--- config.mk ---
export PLATFORM = sky130hd
export DESIGN_NAME = outport_rr_buffer_flat
export DESIGN_NICKNAME = d
export VERILOG_FILES = /design/src/rtl/outport_rr_buffer_if.sv /design/src/rtl/outport_rr_buffer.sv /design/src/flat_wrapper.sv
export SDC_FILE = /design/constraint.sdc
export NUM_CORES = 1
export LEC_CHECK = 0
export BUFFER_PORTS_ARGS = -buffer_cell sky130_fd_sc_hd__buf_2
export CAP_MARGIN = 25
export CORE_MARGIN = 1.5
export CORE_UTILIZATION = 35
export CTS_CLUSTER_DIAMETER = 150
export CTS_CLUSTER_SIZE = 40
export DETAILED_ROUTE_END_ITERATION = 10
export MAX_ROUTING_LAYER = met4
export PLACE_DENSITY_LB_ADDON = 0.15
export SYNTH_ARGS = -nofsm -noshare
export SYNTH_HDL_FRONTEND = slang
export SYNTH_SLANG_ARGS = --single-unit
--- constraint.sdc ---
create_clock -name clk -period 4.4 [get_ports clk]
set_clock_uncertainty 0.05 [all_clocks]
set_input_delay 1.1 -clock clk [delete_from_list [all_inputs] [get_ports clk]]
set_output_delay 1.1 -clock clk [all_outputs]
set_load 0.05 [all_outputs]
--- src/rtl/outport_rr_buffer_if.sv ---
// Interface: outport_rr_buffer_if
// Bundles the five-port request side and the single output link of one
// router output-port stage. The slave modport is the buffer, and the
// master modport is whatever drives it: route compute plus the link sink.
interface outport_rr_buffer_if #(
    parameter int FW = 10
);
    logic [5*FW-1:0] in_flit;
    logic [14:0]     in_dir;
    logic [4:0]      in_valid;
    logic [4:0]      in_ready;
    logic [FW-1:0]   out_flit;
    logic            out_valid;
    logic            out_ready;

    modport master (
        output in_flit,
        output in_dir,
        output in_valid,
        output out_ready,
        input  in_ready,
        input  out_flit,
        input  out_valid
    );

    modport slave (
        input  in_flit,
        input  in_dir,
        input  in_valid,
        input  out_ready,
        output in_ready,
        output out_flit,
        output out_valid
    );
endinterface

--- src/rtl/outport_rr_buffer.sv ---
// Module: outport_rr_buffer
// Output-port stage of the 5-port mesh router. It collects flits whose
// routed direction equals MY_DIR, picks one per cycle round-robin, buffers
// the winner in a DEPTH-entry FIFO and offers the FIFO head on a
// valid/ready link.
// Optional feature: define OUTPORT_STALL_CNT_EN to build a saturating
// counter of link stall cycles. Without it, stall_cnt is a constant zero.
module outport_rr_buffer #(
    parameter logic [2:0] MY_DIR = 3'b000,
    parameter int         DEPTH  = 4,
    parameter int         FW     = 10
) (
    input  logic               clk,
    input  logic               rst_n,
    outport_rr_buffer_if.slave bus,
    output logic [3:0]         fifo_cnt,
    output logic [15:0]        stall_cnt
);

    localparam int         NP      = 5;
    localparam int         AW      = (DEPTH > 1) ? $clog2(DEPTH) : 1;
    localparam logic [3:0] DEPTH_C = 4'(DEPTH);

    // Round-robin index arithmetic over the five ports, modulo 5.
    function automatic logic [2:0] rr_add(input logic [2:0] base, input logic [2:0] off);
        logic [3:0] sum;
        sum = {1'b0, base} + {1'b0, off};
        if (sum >= 4'd5) begin
            sum = sum - 4'd5;
        end
        return sum[2:0];
    endfunction

`ifdef OUTPORT_STALL_CNT_EN
    // Saturating increment: the counter sticks at all-ones instead of wrapping.
    function automatic logic [15:0] sat_inc16(input logic [15:0] v);
        return (v == 16'hFFFF) ? v : v + 16'd1;
    endfunction
`endif

    logic [NP-1:0]  req;
    logic [2:0]     rr_ptr;
    logic [2:0]     cand;
    logic [NP-1:0]  grant_p0;
    logic [2:0]     win_p0;
    logic           vld_p0;
    logic [FW-1:0]  flit_p0;

    logic [FW-1:0]  mem [DEPTH];
    logic [AW-1:0]  wr_ptr;
    logic [AW-1:0]  rd_ptr;
    logic [3:0]     cnt;
    logic           nonempty;
    logic           pop;

    // Request qualification: only flits routed to this output take part.
    // Direction codes 101..111 can never equal a legal MY_DIR, so they never match.
    always_comb begin
        req = '0;
        for (int i = 0; i < NP; i++) begin
            req[i] = bus.in_valid[i] & (bus.in_dir[i*3 +: 3] == MY_DIR);
        end
    end

    // ---- stage p0: round-robin arbitration, gated by FIFO space ----
    // The search starts at rr_ptr, and the first requester found wins.
    // A full FIFO grants nothing, even when a pop happens in the same cycle.
    always_comb begin
        grant_p0 = '0;
        win_p0   = '0;
        vld_p0   = 1'b0;
        cand     = '0;
        if (cnt < DEPTH_C) begin
            for (int k = 0; k < NP; k++) begin
                cand = rr_add(rr_ptr, 3'(k));
                if (!vld_p0 && req[cand]) begin
                    vld_p0         = 1'b1;
                    win_p0         = cand;
                    grant_p0[cand] = 1'b1;
                end
            end
        end
    end

    assign flit_p0      = bus.in_flit[int'(win_p0)*FW +: FW];
    assign bus.in_ready = grant_p0;

    assign nonempty = (cnt != 4'd0);
    assign pop      = nonempty & bus.out_ready;

    // The pointer moves just past the granted port. With no grant it holds.
    always_ff @(posedge clk or negedge rst_n) begin
        if (!rst_n) begin
            rr_ptr <= '0;
        end else if (vld_p0) begin
            rr_ptr <= rr_add(win_p0, 3'd1);
        end
    end

    // ---- stage p1: FIFO storage, visible one cycle after the grant ----
    // The FIFO control is kept apart from the data. Occupancy has its own
    // counter, so full and empty can never be confused.
    always_ff @(posedge clk or negedge rst_n) begin
        if (!rst_n) begin
            wr_ptr <= '0;
            rd_ptr <= '0;
            cnt    <= 4'd0;
        end else begin
            if (vld_p0) begin
                wr_ptr <= wr_ptr + AW'(1);
            end
            if (pop) begin
                rd_ptr <= rd_ptr + AW'(1);
            end
            case ({vld_p0, pop})
                2'b10:   cnt <= cnt + 4'd1;
                2'b01:   cnt <= cnt - 4'd1;
                default: cnt <= cnt;
            endcase
        end
    end

    // Flit storage carries no reset. The output mask below hides stale contents.
    always_ff @(posedge clk) begin
        if (vld_p0) begin
            mem[wr_ptr] <= flit_p0;
        end
    end

    assign bus.out_valid = nonempty;
    assign bus.out_flit  = nonempty ? mem[rd_ptr] : '0;
    assign fifo_cnt      = cnt;

`ifdef OUTPORT_STALL_CNT_EN
    logic [15:0] stall_q;

    // Count the cycles in which the head flit is offered but the link refuses it.
    always_ff @(posedge clk or negedge rst_n) begin
        if (!rst_n) begin
            stall_q <= 16'h0000;
        end else if (nonempty && !bus.out_ready) begin
            stall_q <= sat_inc16(stall_q);
        end
    end

    assign stall_cnt = stall_q;
`else
    assign stall_cnt = 16'h0000;
`endif

endmodule
--- src/flat_wrapper.sv ---
// flat-port wrapper written by rule: the top's interface ports become plain ports
module outport_rr_buffer_flat 
#(
    parameter logic [2:0] MY_DIR = 3'b000,
    parameter int         DEPTH  = 4,
    parameter int         FW     = 10
)
  (clk, rst_n, fifo_cnt, stall_cnt, bus_in_flit, bus_in_dir, bus_in_valid, bus_out_ready, bus_in_ready, bus_out_flit, bus_out_valid);
  outport_rr_buffer_if #(.FW(FW)) bus_i ();
  input  logic clk;
  input  logic rst_n;
  output logic [3:0] fifo_cnt;
  output logic [15:0] stall_cnt;
  input wire logic [$bits(bus_i.in_flit)-1:0] bus_in_flit;
  input wire logic [$bits(bus_i.in_dir)-1:0] bus_in_dir;
  input wire logic [$bits(bus_i.in_valid)-1:0] bus_in_valid;
  input wire logic [$bits(bus_i.out_ready)-1:0] bus_out_ready;
  output wire logic [$bits(bus_i.in_ready)-1:0] bus_in_ready;
  output wire logic [$bits(bus_i.out_flit)-1:0] bus_out_flit;
  output wire logic [$bits(bus_i.out_valid)-1:0] bus_out_valid;
  assign bus_i.in_flit = bus_in_flit;
  assign bus_i.in_dir = bus_in_dir;
  assign bus_i.in_valid = bus_in_valid;
  assign bus_i.out_ready = bus_out_ready;
  assign bus_in_ready = bus_i.in_ready;
  assign bus_out_flit = bus_i.out_flit;
  assign bus_out_valid = bus_i.out_valid;
  outport_rr_buffer #(.MY_DIR(MY_DIR), .DEPTH(DEPTH), .FW(FW)) u_core (.clk(clk), .rst_n(rst_n), .bus(bus_i), .fifo_cnt(fifo_cnt), .stall_cnt(stall_cnt));
endmodule
======== Word level (Yosys, flattened, before mapping) ========
Memories as Yosys holds them, arrays and structs flattened.
Index checks and enable logic that the tools add are counted.
word-level totals
  flip-flop bits (word level) ............. 11
  bits in latches ......................... 0
  memory bits (writable) .................. 40
  memory bits (read-only) ................. 0
  logic and storage cells ................. 132
  memories kept ........................... 1
memory list
  memory      depth  width  read ports  clocked after memory_dff  write ports  RTL line                 text
  u_core.mem  4      10     1           0                         1            outport_rr_buffer.sv:49  logic [FW-1:0] mem [DEPTH];
operators by class
  add/subtract/negate cells ............... 15
  multipliers ............................. 1
  div/mod/pow operators ................... 0
  magnitude comparators ................... 17
  equality and inequality tests ........... 2
  shift operators ......................... 1
  muxes and demuxes ....................... 61
  bitwise logic cells ..................... 10
  reductions and logical operators ........ 20
operators by type and width
  kind                                                               number
  two-way mux 3 bit                                                  17
  two-way mux 5 bit                                                  10
  variable part select 50 x 32 -> 10 bit                             1
  two-way mux 1 bit                                                  22
  greater-or-equal comparator 4 x 3 -> 1 bit, second input constant  5
  < comparator 3 x 4 -> 1 bit, second input constant                 5
  OR 5 bit                                                           4
  subtractor 3 bit, second input constant                            6
  binary-select mux 1 bit (select 3 bit)                             5
  demux 1 bit (select 3 bit)                                         5
  greater-or-equal comparator 3 x 1 -> 1 bit, second input constant  5
  logical NOT 3 bit                                                  5
  two-way mux 10 bit                                                 1
  logical AND 1 bit                                                  9
  adder 3 x 1 -> 4 bit, second input constant                        2
  adder 3 x 2 -> 4 bit, second input constant                        2
  one-hot mux 4 bit (2 select lines)                                 1
  AND 1 bit                                                          6
  multiplier 3 x 3 -> 6 bit, second input constant                   1
  adder 2 x 1 -> 2 bit, second input constant                        2
  adder 3 x 3 -> 4 bit, second input constant                        1
  adder 4 x 1 -> 4 bit, second input constant                        1
  logical NOT 1 bit                                                  4
  < comparator 4 x 3 -> 1 bit, second input constant                 1
  6 further kinds                                                    6

======== Longest topological paths before layout ========
  depth in word-level cells ............... 26
  gate-level depth with buffers ........... 21
  gate-level depth less buffers ........... 19

======== Worst setup path before layout ========
Ideal clock, no wire load.
  kind .................................... register -> output
  start ................................... register u_core.rr_ptr[1]
  end ..................................... output bus_in_ready[2]
  data arrival time ....................... 3.922 ns
  setup slack ............................. -0.672 ns
  stages on the path, launching flop included .. 13
  buffers on the path ..................... 1
  cells stage by stage .................... dfrtp_1 inv_1 ha_1 a21oi_1 mux2i_1 mux4_1 and2_1 or2_1 buf_6 or3_1 nor4_1 nor3_1 a21oi_1
on the way
  word-level cells in the longest chain between the ends .. 23
  elaborated cells on any way between the ends .. 89
  classes of those cells .................. 9 x add/sub; 15 x order compare; 48 x mux; 4 x bitwise; 13 x reduce/logical
ends and longest elaborated chain
  item                                                                           RTL line                 text
  from (decl)                                                                    outport_rr_buffer.sv:42  logic [2:0] rr_ptr;
  from (signal assigned)                                                         outport_rr_buffer.sv:96  rr_ptr <= rr_add(win_p0, 3'd1);
  parallel branches: the longest is 21 deep, another holds adder 3 x 1 -> 4 bit  n/a
  two-way mux 5 bit *                                                            outport_rr_buffer.sv:76  if (!vld_p0 && req[cand]) begin
  two-way mux 5 bit *                                                            outport_rr_buffer.sv:73  if (cnt < DEPTH_C) begin
  to (decl)                                                                      flat_wrapper.sv:18       output wire logic [$bits(bus_i.in_ready)-1:0] bus_in_ready;
Every way passes the cells marked *. The select of a mux whose other input is x is not followed.

======== Worst setup path in the final report ========
  start ................................... input bus_in_dir[14]
  end ..................................... output bus_in_ready[2]
on the way
  word-level cells in the longest chain between the ends .. 22
  elaborated cells on any way between the ends .. 42
  classes of those cells .................. 28 x mux; 5 x bitwise; 9 x reduce/logical
ends and longest elaborated chain
  item                                     RTL line                 text
  from (decl)                              flat_wrapper.sv:15       input wire logic [$bits(bus_i.in_dir)-1:0] bus_in_dir;
  logical NOT 3 bit *                      outport_rr_buffer.sv:61  req[i] = bus.in_valid[i] & (bus.in_dir[i*3 +: 3] == MY_DIR);
  AND 1 bit *                              outport_rr_buffer.sv:61
  binary-select mux 1 bit (select 3 bit)   outport_rr_buffer.sv:76
  two-way mux 1 bit (implied by the code)  outport_rr_buffer.sv:76
  two-way mux 1 bit                        outport_rr_buffer.sv:76
  two-way mux 1 bit                        outport_rr_buffer.sv:73
  logical NOT 1 bit                        outport_rr_buffer.sv:76
  logical AND 1 bit                        outport_rr_buffer.sv:76
  (+6 left out)                            n/a
  logical NOT 1 bit                        outport_rr_buffer.sv:76
  logical AND 1 bit                        outport_rr_buffer.sv:76
  two-way mux 1 bit                        outport_rr_buffer.sv:76
  two-way mux 1 bit                        outport_rr_buffer.sv:73
  logical NOT 1 bit                        outport_rr_buffer.sv:76
  logical AND 1 bit                        outport_rr_buffer.sv:76
  two-way mux 5 bit *                      outport_rr_buffer.sv:76
  two-way mux 5 bit *                      outport_rr_buffer.sv:73
Every way passes the cells marked *; elsewhere a longest branch is shown, timed or not. The select of a mux whose other input is x is not followed.

==> results.sh <==
export IMPL_status="finished, violations left"
export IMPL_violations="setup timing"
export IMPL_cts_hold_buffers=0
export IMPL_p_seq_share_pct=15.7
export IMPL_grt_max_degree=17
export IMPL_drive_gt1_share_pct=51.0
export IMPL_holdCritPathClass="register to register"
export IMPL_swShare_pct=47.5
export IMPL_rows=40
export IMPL_grt_setup_unrepaired="true"
export IMPL_clock_root_buffer="clkbuf_16"
export IMPL_dieArea_sq_mm=0.0130
export IMPL_crit_fanout=4
export IMPL_gp_congestion=0.984
export IMPL_fin_crit_sh_pct=106
export IMPL_grt_use_total_pct=20.6
export IMPL_slew_viol_final=0
export IMPL_placed_area_sq_mm=0.00565
export IMPL_first_global_vias=4111
export IMPL_cp_slowest_stage_delay_ns=0.60
export IMPL_period_minus_slack_ns=4.67
export IMPL_worstPathRequired_ns=3.25
export IMPL_antenna_found_initial=0
export IMPL_hold_viol_final=0
export IMPL_routed_wl_mm=13.2
export IMPL_pin_count=109
export IMPL_dp_slack_ns=-0.365
export IMPL_drt_pass1_iter_count=6
export IMPL_power_leakage_nw=2.68
export IMPL_combPwrFrac_pct=77.4
export IMPL_p_sw_mw=2.91
export IMPL_start_util_pct=35.8
export IMPL_arrival_ns=3.52
export IMPL_relSlewSlack_pct=50.8
export IMPL_cp_cell_sequence="buf_2, or4b_4, buf_6, and3b_1, o22ai_2, a21o_1, buf_4, a21boi_4, nand3_2, o32a_1, a21oi_4, buf_6"
export IMPL_clk_pin_slew_worst_paths_ns=0.06
export IMPL_synth_area_top_cells="edfxtp_1 (28%), dfrtp_1 (6.4%), mux4_2 (5.2%)"
export IMPL_antenna_cells=0
export IMPL_yosysUniqueCellTypes=73
export IMPL_setup_viol=6
export IMPL_cts_tree="built"
export IMPL_die_w_microns=114
export IMPL_cts_sinks=51
export IMPL_ys_flop_type="edfxtp_1"
export IMPL_cp_top_family="compound AO/OA/AOI/OAI gates"
export IMPL_yosysSeqAreaShare_pct=34.3
export IMPL_postSynthAreaPerCell_sq_um=9.80
export IMPL_routedWlPerCell_microns=16.9
export IMPL_path_buf_inv=4
export IMPL_io_buffer_count=92
export IMPL_initialDrtViolationCount=193
export IMPL_yosys_warnings=0
export IMPL_synth_cells=439
export IMPL_fin_tns_setup_ns=-1.18
export IMPL_endpoint_kind="output port"
export IMPL_regToRegSetupSlack_ns=0.06
export IMPL_overflow=0
export IMPL_core_sq_mm=0.0120
export IMPL_synth_edff_count=40
export IMPL_cts_htree_levels=2
export IMPL_grt_pass1_wl_mm=20.7
export IMPL_ant_nets=0
export IMPL_p_clk_share_pct=6.9
export IMPL_cp_common_cell="buf_6"
export IMPL_cts_buffers=5
export IMPL_ys_ff_latch=51
export IMPL_tightest_slew_ns=0.739
export IMPL_layout_area_overhead_vs_synth_pct=48.7
export IMPL_final_common_cell="buf_4"
export IMPL_cp_slowest_cell="or4b_4"
export IMPL_start_kind="input pin"
export IMPL_clkLatencyLatePin_ns=0.28
export IMPL_finalPower_mw=6.12
export IMPL_worst_slack_ns=-0.267
export IMPL_layout_cells_most_common_list="buf_4 (103), buf_2 (88), nand2_1 (44), edfxtp_1 (40)"
export IMPL_nNetsFinal=722
export IMPL_drc=0
export IMPL_syn_area_sq_mm=0.00430
export IMPL_final_area_sq_mm=0.00640
export IMPL_intPower_mw=3.21
export IMPL_powerDensity_mw_per_mm2=956
export IMPL_netlist_area_leader_share_pct=27.9
export IMPL_synthArstFlopShare_pct=21.6
export IMPL_die_h_microns=114
export IMPL_post_drt_via_cell_ratio=5.31
export IMPL_drv_cap=0
export IMPL_clk_path_buf_depth=2
export IMPL_vias=4133
export IMPL_place_hpwl_mm=10.1
export IMPL_path_class="input pin to output port"
export IMPL_max_clock_freq_mhz=214
export IMPL_holdWs_ns=0.459
export IMPL_ir_drop_mv=0.381
export IMPL_yosysTopAreaCell="edfxtp_1"
area by class of cell:
class                      instances  area (sq um)
timing repair buffer             205          1380
multi-input combinational        342          3080
sequential                        51          1480
clock inverter                     3          38.8
fill                            1113          5610
clock buffer                       5           125
inverter                          25           105
tap                              147           184
path summary, 6_finish.rpt:
kind                                     from                  to  depth (start not counted)
max                            bus_in_dir[14]     bus_in_ready[2]                         12
min                        u_core.fifo_cnt[3]  u_core.fifo_cnt[3]                          1
max reg2reg                  u_core.rr_ptr[1]    u_core.mem[2][5]                         16
min reg2reg                u_core.fifo_cnt[3]  u_core.fifo_cnt[3]                          1
max in group asynchronous               rst_n    u_core.rr_ptr[1]                          1
min in group asynchronous               rst_n  u_core.fifo_cnt[1]                          1
cells by family (layout without fill, tap and decap cells):
group / count (synthesis) / in the layout / share of synthesized area (%)
simple gates: 159 / 159 / 19.5
flops: 51 / 51 / 34.3
other cells: 1 / 16 / 0.0871
compound gates: 102 / 102 / 17.9
buf+inv: 61 / 238 / 7.82
mux: 34 / 34 / 12.0
fa+ha+maj: 19 / 19 / 5.87
xor+xnor: 12 / 12 / 2.44
metrics by stage:
stage | util [%] | cells
CTS | 51.2 | 772
floorplan | - | 454
detailed placement | 47.0 | 754
global placement | 47.0 | 754
global route | 53.3 | 778
finish | 53.3 | 778
timing repair:
action	CTS	global route
hold endpoints to repair	0	0
cloned	0	1
pin swaps	19	16
setup endpoints to repair	5	49
resized for setup	55	40
buffers inserted	11	6
registers in the layout, indices dropped and copies added, names as in the netlist:
signal           flops
u_core.fifo_cnt      4
u_core.mem          40
u_core.rd_ptr        2
u_core.rr_ptr        3
u_core.wr_ptr        2
cells in the mapped netlist, drive strengths merged, types with 13 or more instances:
| library cell | n |
|---|---|
| mux2i | 13 |
| buf | 29 |
| and2 | 17 |
| ha | 17 |
| nand3 | 16 |
| o21ai | 20 |
| nor2 | 20 |
| nand2 | 47 |
| a21oi | 13 |
| edfxtp | 40 |
| inv | 22 |
| nor3 | 13 |
power by group through the flow:
stage          Clock (mW)  Sequential, mW  Combinational (mW)
2_1_floorplan           0           0.968                2.61
3_3_place_gp            0           0.957                4.04
3_5_place_dp            0           0.965                4.07
4_1_cts             0.426           0.964                4.37
5_1_grt             0.449           0.984                5.09
6_report            0.425           0.960                4.73
per-layer routing:
layer	global-route usage (%)	vias up	share of wire, %
met5	-	-	0
met4	5.25	0	1.5
met3	1.43	15	2.7
met2	37.0	106	53
met1	25.3	1993	43
li1	-	2019	-
No activity file was read; power rests on OpenSTA's default activity.
